File: src/rtl/ram_arbiter_if.sv
// Cache and RAM side signals of the RAM arbiter.
// slave is the arbiter view; master is the caches-plus-RAM view.
interface ram_arbiter_if;
  logic        iREN;
  logic [31:0] iaddr;
  logic        iwait;
  logic [31:0] iload;

  logic        dREN;
  logic        dWEN;
  logic [31:0] daddr;
  logic [31:0] dstore;
  logic        dwait;
  logic [31:0] dload;

  logic        ramREN;
  logic        ramWEN;
  logic [31:0] ramaddr;
  logic [31:0] ramstore;
  logic [31:0] ramload;
  logic [1:0]  ramstate;

  logic        err;

  modport slave (
    input  iREN,
    input  iaddr,
    output iwait,
    output iload,
    input  dREN,
    input  dWEN,
    input  daddr,
    input  dstore,
    output dwait,
    output dload,
    output ramREN,
    output ramWEN,
    output ramaddr,
    output ramstore,
    input  ramload,
    input  ramstate,
    output err
  );

  modport master (
    output iREN,
    output iaddr,
    input  iwait,
    input  iload,
    output dREN,
    output dWEN,
    output daddr,
    output dstore,
    input  dwait,
    input  dload,
    input  ramREN,
    input  ramWEN,
    input  ramaddr,
    input  ramstore,
    output ramload,
    output ramstate,
    input  err
  );
endinterface

File: src/rtl/ram_arbiter.sv
// Two-requester RAM arbiter: icache vs dcache with alternating
// fairness on contention, grant timeout and RAM error abort.
module ram_arbiter #(
  parameter int unsigned TIMEOUT = 16
) (
  input  logic          CLK,
  input  logic          nRST,
  ram_arbiter_if.slave  bus
);

  typedef enum logic [1:0] {
    IDLE,
    IGRANT,
    DGRANT
  } state_t;

  localparam logic [1:0] RS_ACCESS = 2'd2;
  localparam logic [1:0] RS_ERROR  = 2'd3;
  localparam logic [7:0] TLAST     = 8'(TIMEOUT - 1);

  state_t     state_q, state_d;
  logic [7:0] tcnt_q, tcnt_d;
  logic       last_d_q, last_d_d;
  logic       err_q, err_d;

  logic d_req;
  logic gnt_en;
  logic hit;
  logic fault;
  logic expire;
  logic done;

  assign d_req  = bus.dREN | bus.dWEN;
  assign hit    = (bus.ramstate == RS_ACCESS);
  assign fault  = (bus.ramstate == RS_ERROR);
  assign expire = (tcnt_q == TLAST);

  always_comb begin
    gnt_en = 1'b0;
    case (state_q)
      IGRANT:  gnt_en = bus.iREN;
      DGRANT:  gnt_en = d_req;
      default: gnt_en = 1'b0;
    endcase
  end

  // A requester that drops out takes priority over any RAM status
  assign done = nRST & gnt_en & hit;

  always_comb begin
    state_d  = state_q;
    tcnt_d   = tcnt_q;
    last_d_d = last_d_q;
    err_d    = 1'b0;
    case (state_q)
      IDLE: begin
        tcnt_d = '0;
        unique case (1'b1)
          d_req & bus.iREN:
            state_d = last_d_q ? IGRANT : DGRANT;
          d_req & ~bus.iREN:
            state_d = DGRANT;
          ~d_req & bus.iREN:
            state_d = IGRANT;
          default:
            state_d = IDLE;
        endcase
      end
      IGRANT, DGRANT: begin
        tcnt_d = tcnt_q + 8'd1;
        if (!gnt_en) begin
          state_d = IDLE;
        end else if (hit) begin
          state_d  = IDLE;
          last_d_d = (state_q == DGRANT);
        end else if (fault || expire) begin
          state_d = IDLE;
          err_d   = 1'b1;
        end
      end
      default: state_d = IDLE;
    endcase
  end

  always_comb begin
    bus.ramREN   = 1'b0;
    bus.ramWEN   = 1'b0;
    bus.ramaddr  = '0;
    bus.ramstore = '0;
    bus.iwait    = 1'b1;
    bus.dwait    = 1'b1;
    case (state_q)
      IGRANT: begin
        bus.ramREN  = 1'b1;
        bus.ramaddr = bus.iaddr;
        bus.iwait   = ~done;
      end
      DGRANT: begin
        bus.ramWEN   = bus.dWEN;
        bus.ramREN   = ~bus.dWEN;
        bus.ramaddr  = bus.daddr;
        bus.ramstore = bus.dstore;
        bus.dwait    = ~done;
      end
      default: ;
    endcase
  end

  assign bus.iload = bus.ramload;
  assign bus.dload = bus.ramload;
  assign bus.err   = err_q;

  always_ff @(posedge CLK) begin
    if (!nRST) begin
      state_q  <= IDLE;
      tcnt_q   <= '0;
      last_d_q <= 1'b0;
      err_q    <= 1'b0;
    end else begin
      state_q  <= state_d;
      tcnt_q   <= tcnt_d;
      last_d_q <= last_d_d;
      err_q    <= err_d;
    end
  end

endmodule

File: src/flat_wrapper.sv
// flat-port wrapper written by rule: the top's interface ports become plain ports
module ram_arbiter_flat 
#(
  parameter int unsigned TIMEOUT = 16
)
  (CLK, nRST, bus_iREN, bus_iaddr, bus_iwait, bus_iload, bus_dREN, bus_dWEN, bus_daddr, bus_dstore, bus_dwait, bus_dload, bus_ramREN, bus_ramWEN, bus_ramaddr, bus_ramstore, bus_ramload, bus_ramstate, bus_err);
  ram_arbiter_if bus_i ();
  input  logic CLK;
  input  logic nRST;
  input wire logic [$bits(bus_i.iREN)-1:0] bus_iREN;
  input wire logic [$bits(bus_i.iaddr)-1:0] bus_iaddr;
  output wire logic [$bits(bus_i.iwait)-1:0] bus_iwait;
  output wire logic [$bits(bus_i.iload)-1:0] bus_iload;
  input wire logic [$bits(bus_i.dREN)-1:0] bus_dREN;
  input wire logic [$bits(bus_i.dWEN)-1:0] bus_dWEN;
  input wire logic [$bits(bus_i.daddr)-1:0] bus_daddr;
  input wire logic [$bits(bus_i.dstore)-1:0] bus_dstore;
  output wire logic [$bits(bus_i.dwait)-1:0] bus_dwait;
  output wire logic [$bits(bus_i.dload)-1:0] bus_dload;
  output wire logic [$bits(bus_i.ramREN)-1:0] bus_ramREN;
  output wire logic [$bits(bus_i.ramWEN)-1:0] bus_ramWEN;
  output wire logic [$bits(bus_i.ramaddr)-1:0] bus_ramaddr;
  output wire logic [$bits(bus_i.ramstore)-1:0] bus_ramstore;
  input wire logic [$bits(bus_i.ramload)-1:0] bus_ramload;
  input wire logic [$bits(bus_i.ramstate)-1:0] bus_ramstate;
  output wire logic [$bits(bus_i.err)-1:0] bus_err;
  assign bus_i.iREN = bus_iREN;
  assign bus_i.iaddr = bus_iaddr;
  assign bus_iwait = bus_i.iwait;
  assign bus_iload = bus_i.iload;
  assign bus_i.dREN = bus_dREN;
  assign bus_i.dWEN = bus_dWEN;
  assign bus_i.daddr = bus_daddr;
  assign bus_i.dstore = bus_dstore;
  assign bus_dwait = bus_i.dwait;
  assign bus_dload = bus_i.dload;
  assign bus_ramREN = bus_i.ramREN;
  assign bus_ramWEN = bus_i.ramWEN;
  assign bus_ramaddr = bus_i.ramaddr;
  assign bus_ramstore = bus_i.ramstore;
  assign bus_i.ramload = bus_ramload;
  assign bus_i.ramstate = bus_ramstate;
  assign bus_err = bus_i.err;
  ram_arbiter #(.TIMEOUT(TIMEOUT)) u_core (.CLK(CLK), .nRST(nRST), .bus(bus_i));
endmodule
File: config.mk
export PLATFORM = sky130hd
export DESIGN_NAME = ram_arbiter_flat
export DESIGN_NICKNAME = d
export VERILOG_FILES = /design/src/rtl/ram_arbiter_if.sv /design/src/rtl/ram_arbiter.sv /design/src/flat_wrapper.sv
export SDC_FILE = /design/constraint.sdc
export NUM_CORES = 1
export LEC_CHECK = 0
export CORE_AREA = 2 2 105 107
export DETAILED_ROUTE_END_ITERATION = 16
export DIE_AREA = 0 0 107 109
export DONT_BUFFER_PORTS = 1
export SETUP_SLACK_MARGIN = 0.1
export SKIP_LAST_GASP = 1
export SYNTH_ARGS = -nofsm -noshare
export SYNTH_HDL_FRONTEND = slang
export SYNTH_SLANG_ARGS = --single-unit
File: constraint.sdc
create_clock -name CLK -period 2.1 [get_ports CLK]
set_input_delay 0.525 -clock CLK [delete_from_list [all_inputs] [get_ports CLK]]
set_output_delay 0.525 -clock CLK [all_outputs]
set_load 0.005 [all_outputs]
==> flow_summary.json, run 1 <==
{
  "powerDensity_nw_per_um2": 433.5,
  "first_global_vias": 1207,
  "crit_arrival_ns": 1.43,
  "overflow": 0,
  "antenna_cells": 0,
  "path_cells": "inv_4 > ha_4 > buf_12 > clkbuf_16 > a22oi_2 > nor2b_2",
  "synth.area.top_cells": "buf_4, dfxtp_1, a22oi_1",
  "ir_worst_vdd_v": 0.0003215,
  "cts_buffers": 3,
  "whs_path_depth": 1,
  "required_ns": 1.57,
  "area_delta_synth_final_pct": -2.108,
  "slowest_stage": "dfxtp_4",
  "path_class": "flop to output port",
  "rrSetupSlack_ns": 0.49,
  "syn-instance-count": 250,
  "drive_above_1_share_pct": 26.34,
  "tightest_slew_ns": 0.6022,
  "track_usage_pct": 7.993,
  "ant_nets": 0,
  "min_period_over_period_pct": 92.94,
  "slew_headroom_pct": 59.59,
  "status": "complete, no violations",
  "clock-root-buffer": "clkbuf_8",
  "drt-wirelength-per-cell_um": 18.02,
  "busiest_layer": "met2",
  "dr_total_vias": 1414,
  "final_net_count": 327,
  "grt_pass1_wl_um": 7127,
  "ys_types": 37,
  "holdBufCountCts": 0,
  "fillCellCount": 1181,
  "cts_tree": "yes",
  "placementRows": 38,
  "critPathLaunch": "u_core.state_q[0]",
  "drc": 0,
  "reg2reg_to": "u_core.tcnt_q[7]",
  "min_path_type": "input pin to flop",
  "die_height_um": 109,
  "gp_congestion": 0.8346,
  "leakage_nw": 0.6204,
  "cp-start-kind": "flop",
  "clk_pin_slew_ns": 0.05,
  "hold_path_end": "u_core.last_d_q",
  "avgSynthCellArea_um2": 7.597,
  "synth_top_area_share_pct": 25.69,
  "drv_cap": 0,
  "holdWs_ns": 0.3974,
  "finalHoldViolCount": 0,
  "final_common_cell": "and2_1",
  "cpPeakStageDelay_ns": 0.36,
  "core-area_um2": 10600,
  "cp_max_fo": 5,
  "initial_core_util_pct": 17.91,
  "rr_worst_depth": 4,
  "ys_seq_area_share_pct": 12.65,
  "ys_ff_latch": 12,
  "drt_iter0_markers": 52,
  "clockBufferDepth": 2,
  "setup_viol": 0,
  "most-common-layout-cells": "and2_1, a22oi_1, nor2b_1, nor2b_2, dfxtp_1",
  "synth_nets": 390,
  "fin_skew_ns": 0.001454,
  "netlist_area_um2": 1899,
  "via_per_inst": 4.337,
  "dieArea_um2": 11660,
  "use_met1_pct": 10.17,
  "drt_wl_total_um": 5875,
  "io_buffers": 0,
  "hp-start": "nRST",
  "setup_tns_ns": 0,
  "synth_top_cell_by_area": "buf_4",
  "die_w_um": 107,
  "rsz0062_at_grt": "false",
  "use_met3_pct": 2.451,
  "grt_max_degree": 34,
  "crit_path_end_kind": "output port",
  "hpwl_um": 4205,
  "antenna_found_initial": 0,
  "cts_htree_levels": 1,
  "post-route-min-period_ns": 1.952,
  "drv_slew": 0,
  "fmax_ghz": 0.5124,
  "clk-insertion-delay-late_ns": 0.24,
  "drtPass1Iterations": 4,
  "worstReg2RegStart": "u_core.state_q[0]",
  "synth_warnings": 0,
  "cts_sinks": 12,
  "met2_usage_pct": 12.01,
  "top_level_ports": 268
}
==> where the power goes <==
part / total (mW) / leakage (nW) / switching [mW] / internal (mW)
Clock: 0.254 / 0.0288 / 0.0881 / 0.166
Sequential: 0.239 / 0.0982 / 0.00622 / 0.233
Combinational: 0.313 / 0.493 / 0.153 / 0.161
==> area by class of cell <==
cell class,instances,area [µm²],area share [%]
Clock buffer,4,55.05,2.961
Sequential cell,12,245.2,13.19
Inverter,2,10.01,0.5384
Timing Repair Buffer,14,225.2,12.11
Tap cell,140,175.2,9.421
Multi-Input combinational cell,154,1149,61.78
==> critical path: cells and delay by family (launching register included) <==
family	cells	cell delay, ns
AO/OA/AOI/OAI	1	0.23
adder cells (fa/ha/maj)	1	0.19
buffers and inverters	3	0.32
flip-flops	1	0.36
AND/OR/NAND/NOR	1	0.07
==> registers in the layout (all words and copies together), names as in the netlist <==
signal,count
u_core.tcnt_q,8
u_core.state_q,2
u_core.bus.err,1
u_core.last_d_q,1
==> cell families (layout without fill, tap and decap cells) <==
logic type	count (synthesis)	in the layout	share of synthesized area (%)
adders and majority gates	5	5	3.294
muxes	3	3	1.581
and+or+nand+nor	97	97	31.82
xor gates and xnor gates	5	5	2.306
buffers and inverters	84	20	30.96
DFF	12	12	12.65
AOI/OAI and AO/OA	44	44	17.39
==> how the worst max path moves through the flow <==
| stage | to | slack [ns] | depth (start not counted) |
|---|---|---|---|
| floorplan | bus_ramaddr[10] | 0.38 | 5 |
| global placement | bus_iwait | 0.34 | 6 |
| detailed placement | bus_ramaddr[18] | 0.27 | 4 |
| CTS | bus_ramaddr[16] | 0.10 | 5 |
| global route | bus_ramaddr[21] | 0.10 | 5 |
| finish | bus_ramaddr[30] | 0.15 | 6 |
==> synth_stat cells <==
cell	number
and2b_2	2
buf_6	1
dfxtp_1	12
nor2b_1	34
a21boi_0	1
nor2_1	6
buf_2	9
clkbuf_8	1
nand3_1	2
nor2_2	1
ha_1	5
xnor2_1	3
inv_1	2
nand3b_2	1
nand2_1	6
and3_1	3
o21ai_1	2
nand4b_1	1
and2_1	33
or3_1	2
o21ai_0	2
nand2_2	1
clkbuf_1	6
o21ai_4	1
mux2i_1	3
a21oi_1	1
nand4_1	2
nand3b_4	1
a211o_1	1
nor4_1	1
xor2_1	2
a22oi_1	32
o21a_1	2
o2111ai_1	1
a21oi_2	1
buf_4	65
nor3_2	1
==> layer usage <==
| metal | routed length, µm | share of wire (%) |
|---|---|---|
| met5 | 0 | 0 |
| met3 | 480 | 8.2 |
| met4 | 206 | 3.5 |
| met1 | 2426 | 41 |
| met2 | 2762 | 47 |
==> through the flow <==
stage,utilization [%],total power [mW],std cells,setup slack [ns],area (µm²)
floorplan,-,0.5274,250,0.3785,1899
global placement,14.70,0.4682,313,0.3392,1559
detailed placement,14.70,0.4738,313,0.2669,1559
CTS,15.92,0.7657,319,0.1021,1688
global route,17.54,0.8537,326,0.1007,1859
finish,17.54,0.8060,326,0.1483,1859
==> timing repair <==
| item | 4_1_cts | 5_1_grt |
|---|---|---|
| pin swaps | 1 | 3 |
| buffers inserted | 1 | 4 |
| resized for setup | 7 | 22 |
| cloned | 1 | 3 |
| setup endpoints to repair | 31 | 34 |
Power figures use the tool's default switching activity.
==> run 2: changes to the inputs <==
--- a/config.mk
+++ b/config.mk
@@ -6,6 +6,7 @@
 export NUM_CORES = 1
 export LEC_CHECK = 0
 export CORE_AREA = 2 2 105 107
+export CTS_CLUSTER_SIZE = 40
 export DETAILED_ROUTE_END_ITERATION = 16
 export DIE_AREA = 0 0 107 109
 export DONT_BUFFER_PORTS = 1
==> results of run 2 <==
The final DEF is identical to that of run 1; final timing and power are the same.
==> run 3: changes to the inputs <==
--- a/config.mk
+++ b/config.mk
@@ -10,6 +10,7 @@
 export DETAILED_ROUTE_END_ITERATION = 16
 export DIE_AREA = 0 0 107 109
 export DONT_BUFFER_PORTS = 1
+export MAX_ROUTING_LAYER = met4
 export SETUP_SLACK_MARGIN = 0.1
 export SKIP_LAST_GASP = 1
 export SYNTH_ARGS = -nofsm -noshare
==> run 3 against run 2 <==
  * Die area did not move
  * Hold slack about the same
  * Non-clock buffer count is the same
  * Critical path depth down 1
  * Critical endpoint is now bus_ramaddr[23]
  * Largest cell class unchanged
==> flow_summary.json, run 3 (synthesized netlist as in run 1, its figures left out) <==
{
  "finalHoldViolCount": 0,
  "rrSetupSlack_ns": 0.49,
  "antenna_cells": 0,
  "min_path_type": "input pin to flop",
  "dr_total_vias": 1427,
  "track_usage_pct": 8.224,
  "gp_congestion": 0.8475,
  "fin_ws_ns": 0.1553,
  "hpwl_um": 4205,
  "grt_max_degree": 34,
  "crit_path_end_kind": "output port",
  "whs_path_depth": 1,
  "multi_input_comb_area_um2": 1164,
  "dieArea_um2": 11660,
  "cpPeakStageDelay_ns": 0.35,
  "top_register": "u_core.tcnt_q",
  "reg2reg_to": "u_core.tcnt_q[7]",
  "powerDensity_nw_per_um2": 431.5,
  "placementRows": 38,
  "worstReg2RegStart": "u_core.state_q[1]",
  "pre_cts_ws_ns": 0.2669,
  "io_buffers": 0,
  "cts_htree_levels": 1,
  "final_net_count": 327,
  "cts_sinks": 12,
  "top_regs": "u_core.tcnt_q x8, u_core.state_q x2",
  "cts_tree": "yes",
  "drtPass1Iterations": 4,
  "min_period_over_period_pct": 92.60,
  "slowest_stage": "dfxtp_4",
  "hold_path_end": "u_core.last_d_q",
  "ir_worst_vdd_v": 0.0003199,
  "most-common-layout-cells": "and2_1, a22oi_1, nor2b_2, nor2b_1, dfxtp_1",
  "stdcell_area_um2": 1874,
  "drv_slew": 0,
  "fmax_ghz": 0.5142,
  "antenna_found_initial": 0,
  "clk-insertion-delay-late_ns": 0.24,
  "initial_core_util_pct": 17.91,
  "leakage_nw": 0.6235,
  "ant_nets": 0,
  "fillCellCount": 1179,
  "clk_pin_slew_ns": 0.05,
  "required_ns": 1.57,
  "drc": 0,
  "fin_skew_ns": 0.001464,
  "drt-wirelength-per-cell_um": 17.93,
  "first_global_vias": 1217,
  "core-area_um2": 10600,
  "tightest_slew_ns": 0.6022,
  "die_w_um": 107,
  "area_delta_synth_final_pct": -1.317,
  "cp-start-kind": "flop",
  "slew_headroom_pct": 59.59,
  "cp_max_fo": 17,
  "top_level_ports": 268,
  "drive_above_1_share_pct": 29.57,
  "crit_arrival_ns": 1.42,
  "path_cells": "buf_4 > ha_4 > buf_12 > a22oi_1 > nor2b_1",
  "seq_area_um2": 245.2,
  "cts_buffers": 3,
  "post-route-min-period_ns": 1.945,
  "via_per_inst": 4.377,
  "largest_reg_flops": 8,
  "rsz0062_at_grt": "false",
  "hp-start": "nRST",
  "clock-root-buffer": "clkbuf_8",
  "final_common_cell": "and2_1",
  "grt_pass1_wl_um": 7072,
  "rr_worst_depth": 5,
  "die_height_um": 109,
  "drt_wl_total_um": 5844,
  "status": "complete, no violations",
  "setup_tns_ns": 0,
  "setup_viol": 0,
  "power_uw": 808.8,
  "overflow": 0,
  "path_class": "flop to output port",
  "clockBufferDepth": 2,
  "drv_cap": 0,
  "dpl-instance-area_um2": 1559,
  "path_buf_inv": 2,
  "drt_iter0_markers": 63,
  "critical_path.top_delay_family": "flip-flops"
}
==> run 3: stage by stage <==
step / hold WS (ns) / cells / util, %
after floorplan: 0.4677 / 250 / -
after global placement: 0.4934 / 313 / 14.70
after detailed placement: 0.4973 / 313 / 14.70
after CTS: 0.3955 / 319 / 15.92
after global routing: 0.4044 / 326 / 17.68
final: 0.3977 / 326 / 17.68
==> run 3: cell type report <==
| cell class | count | area share [%] |
|---|---|---|
| Sequential cell | 12 | 13.08 |
| Clock buffer | 4 | 2.937 |
| Multi-Input combinational cell | 154 | 62.08 |
| Tap cell | 140 | 9.346 |
| Timing Repair Buffer | 14 | 12.02 |
| Inverter | 2 | 0.5340 |
==> run 3: how the worst max path moves through the flow <==
| stage | start | endpoint | cells after the start |
|---|---|---|---|
| 2_1_floorplan | u_core.state_q[0] | bus_ramaddr[10] | 5 |
| 3_3_place_gp | u_core.state_q[0] | bus_iwait | 6 |
| 3_5_place_dp | u_core.state_q[0] | bus_ramaddr[18] | 4 |
| 4_1_cts | u_core.state_q[0] | bus_ramaddr[16] | 5 |
| 5_1_grt | u_core.state_q[0] | bus_ramaddr[21] | 5 |
| 6_report | u_core.state_q[0] | bus_ramaddr[23] | 5 |
==> run 3: where the power goes <==
group	internal, mW	leakage (nW)	switching [mW]	total (mW)
registers	0.233	0.0982	0.00622	0.239
clock network	0.166	0.0288	0.0874	0.253
logic	0.163	0.497	0.154	0.317
==> run 3: repair_timing <==
item,in CTS,in global routing
gates resized for setup,7,28
buffers inserted,1,4
gates cloned,1,3
hold buffers,0,0
pin swaps,1,4
setup endpoints to repair,31,34
==> run 3: routing by layer <==
metal / vias to the layer above / wire (µm) / track usage, %
met5: - / 0 / -
met4: 0 / 207 / 4.453
met3: 27 / 567 / 2.212
met2: 100 / 2738 / 12.01
met1: 650 / 2331 / 10.31
li1: 650 / - / -
==> run 3: worst reg2reg max path: stages (launching register included) <==
cell	delay (ns)
dfxtp_2	0.38
inv_2	0.08
ha_4	0.23
buf_4	0.17
o21ai_1	0.49
nor2_1	0.12
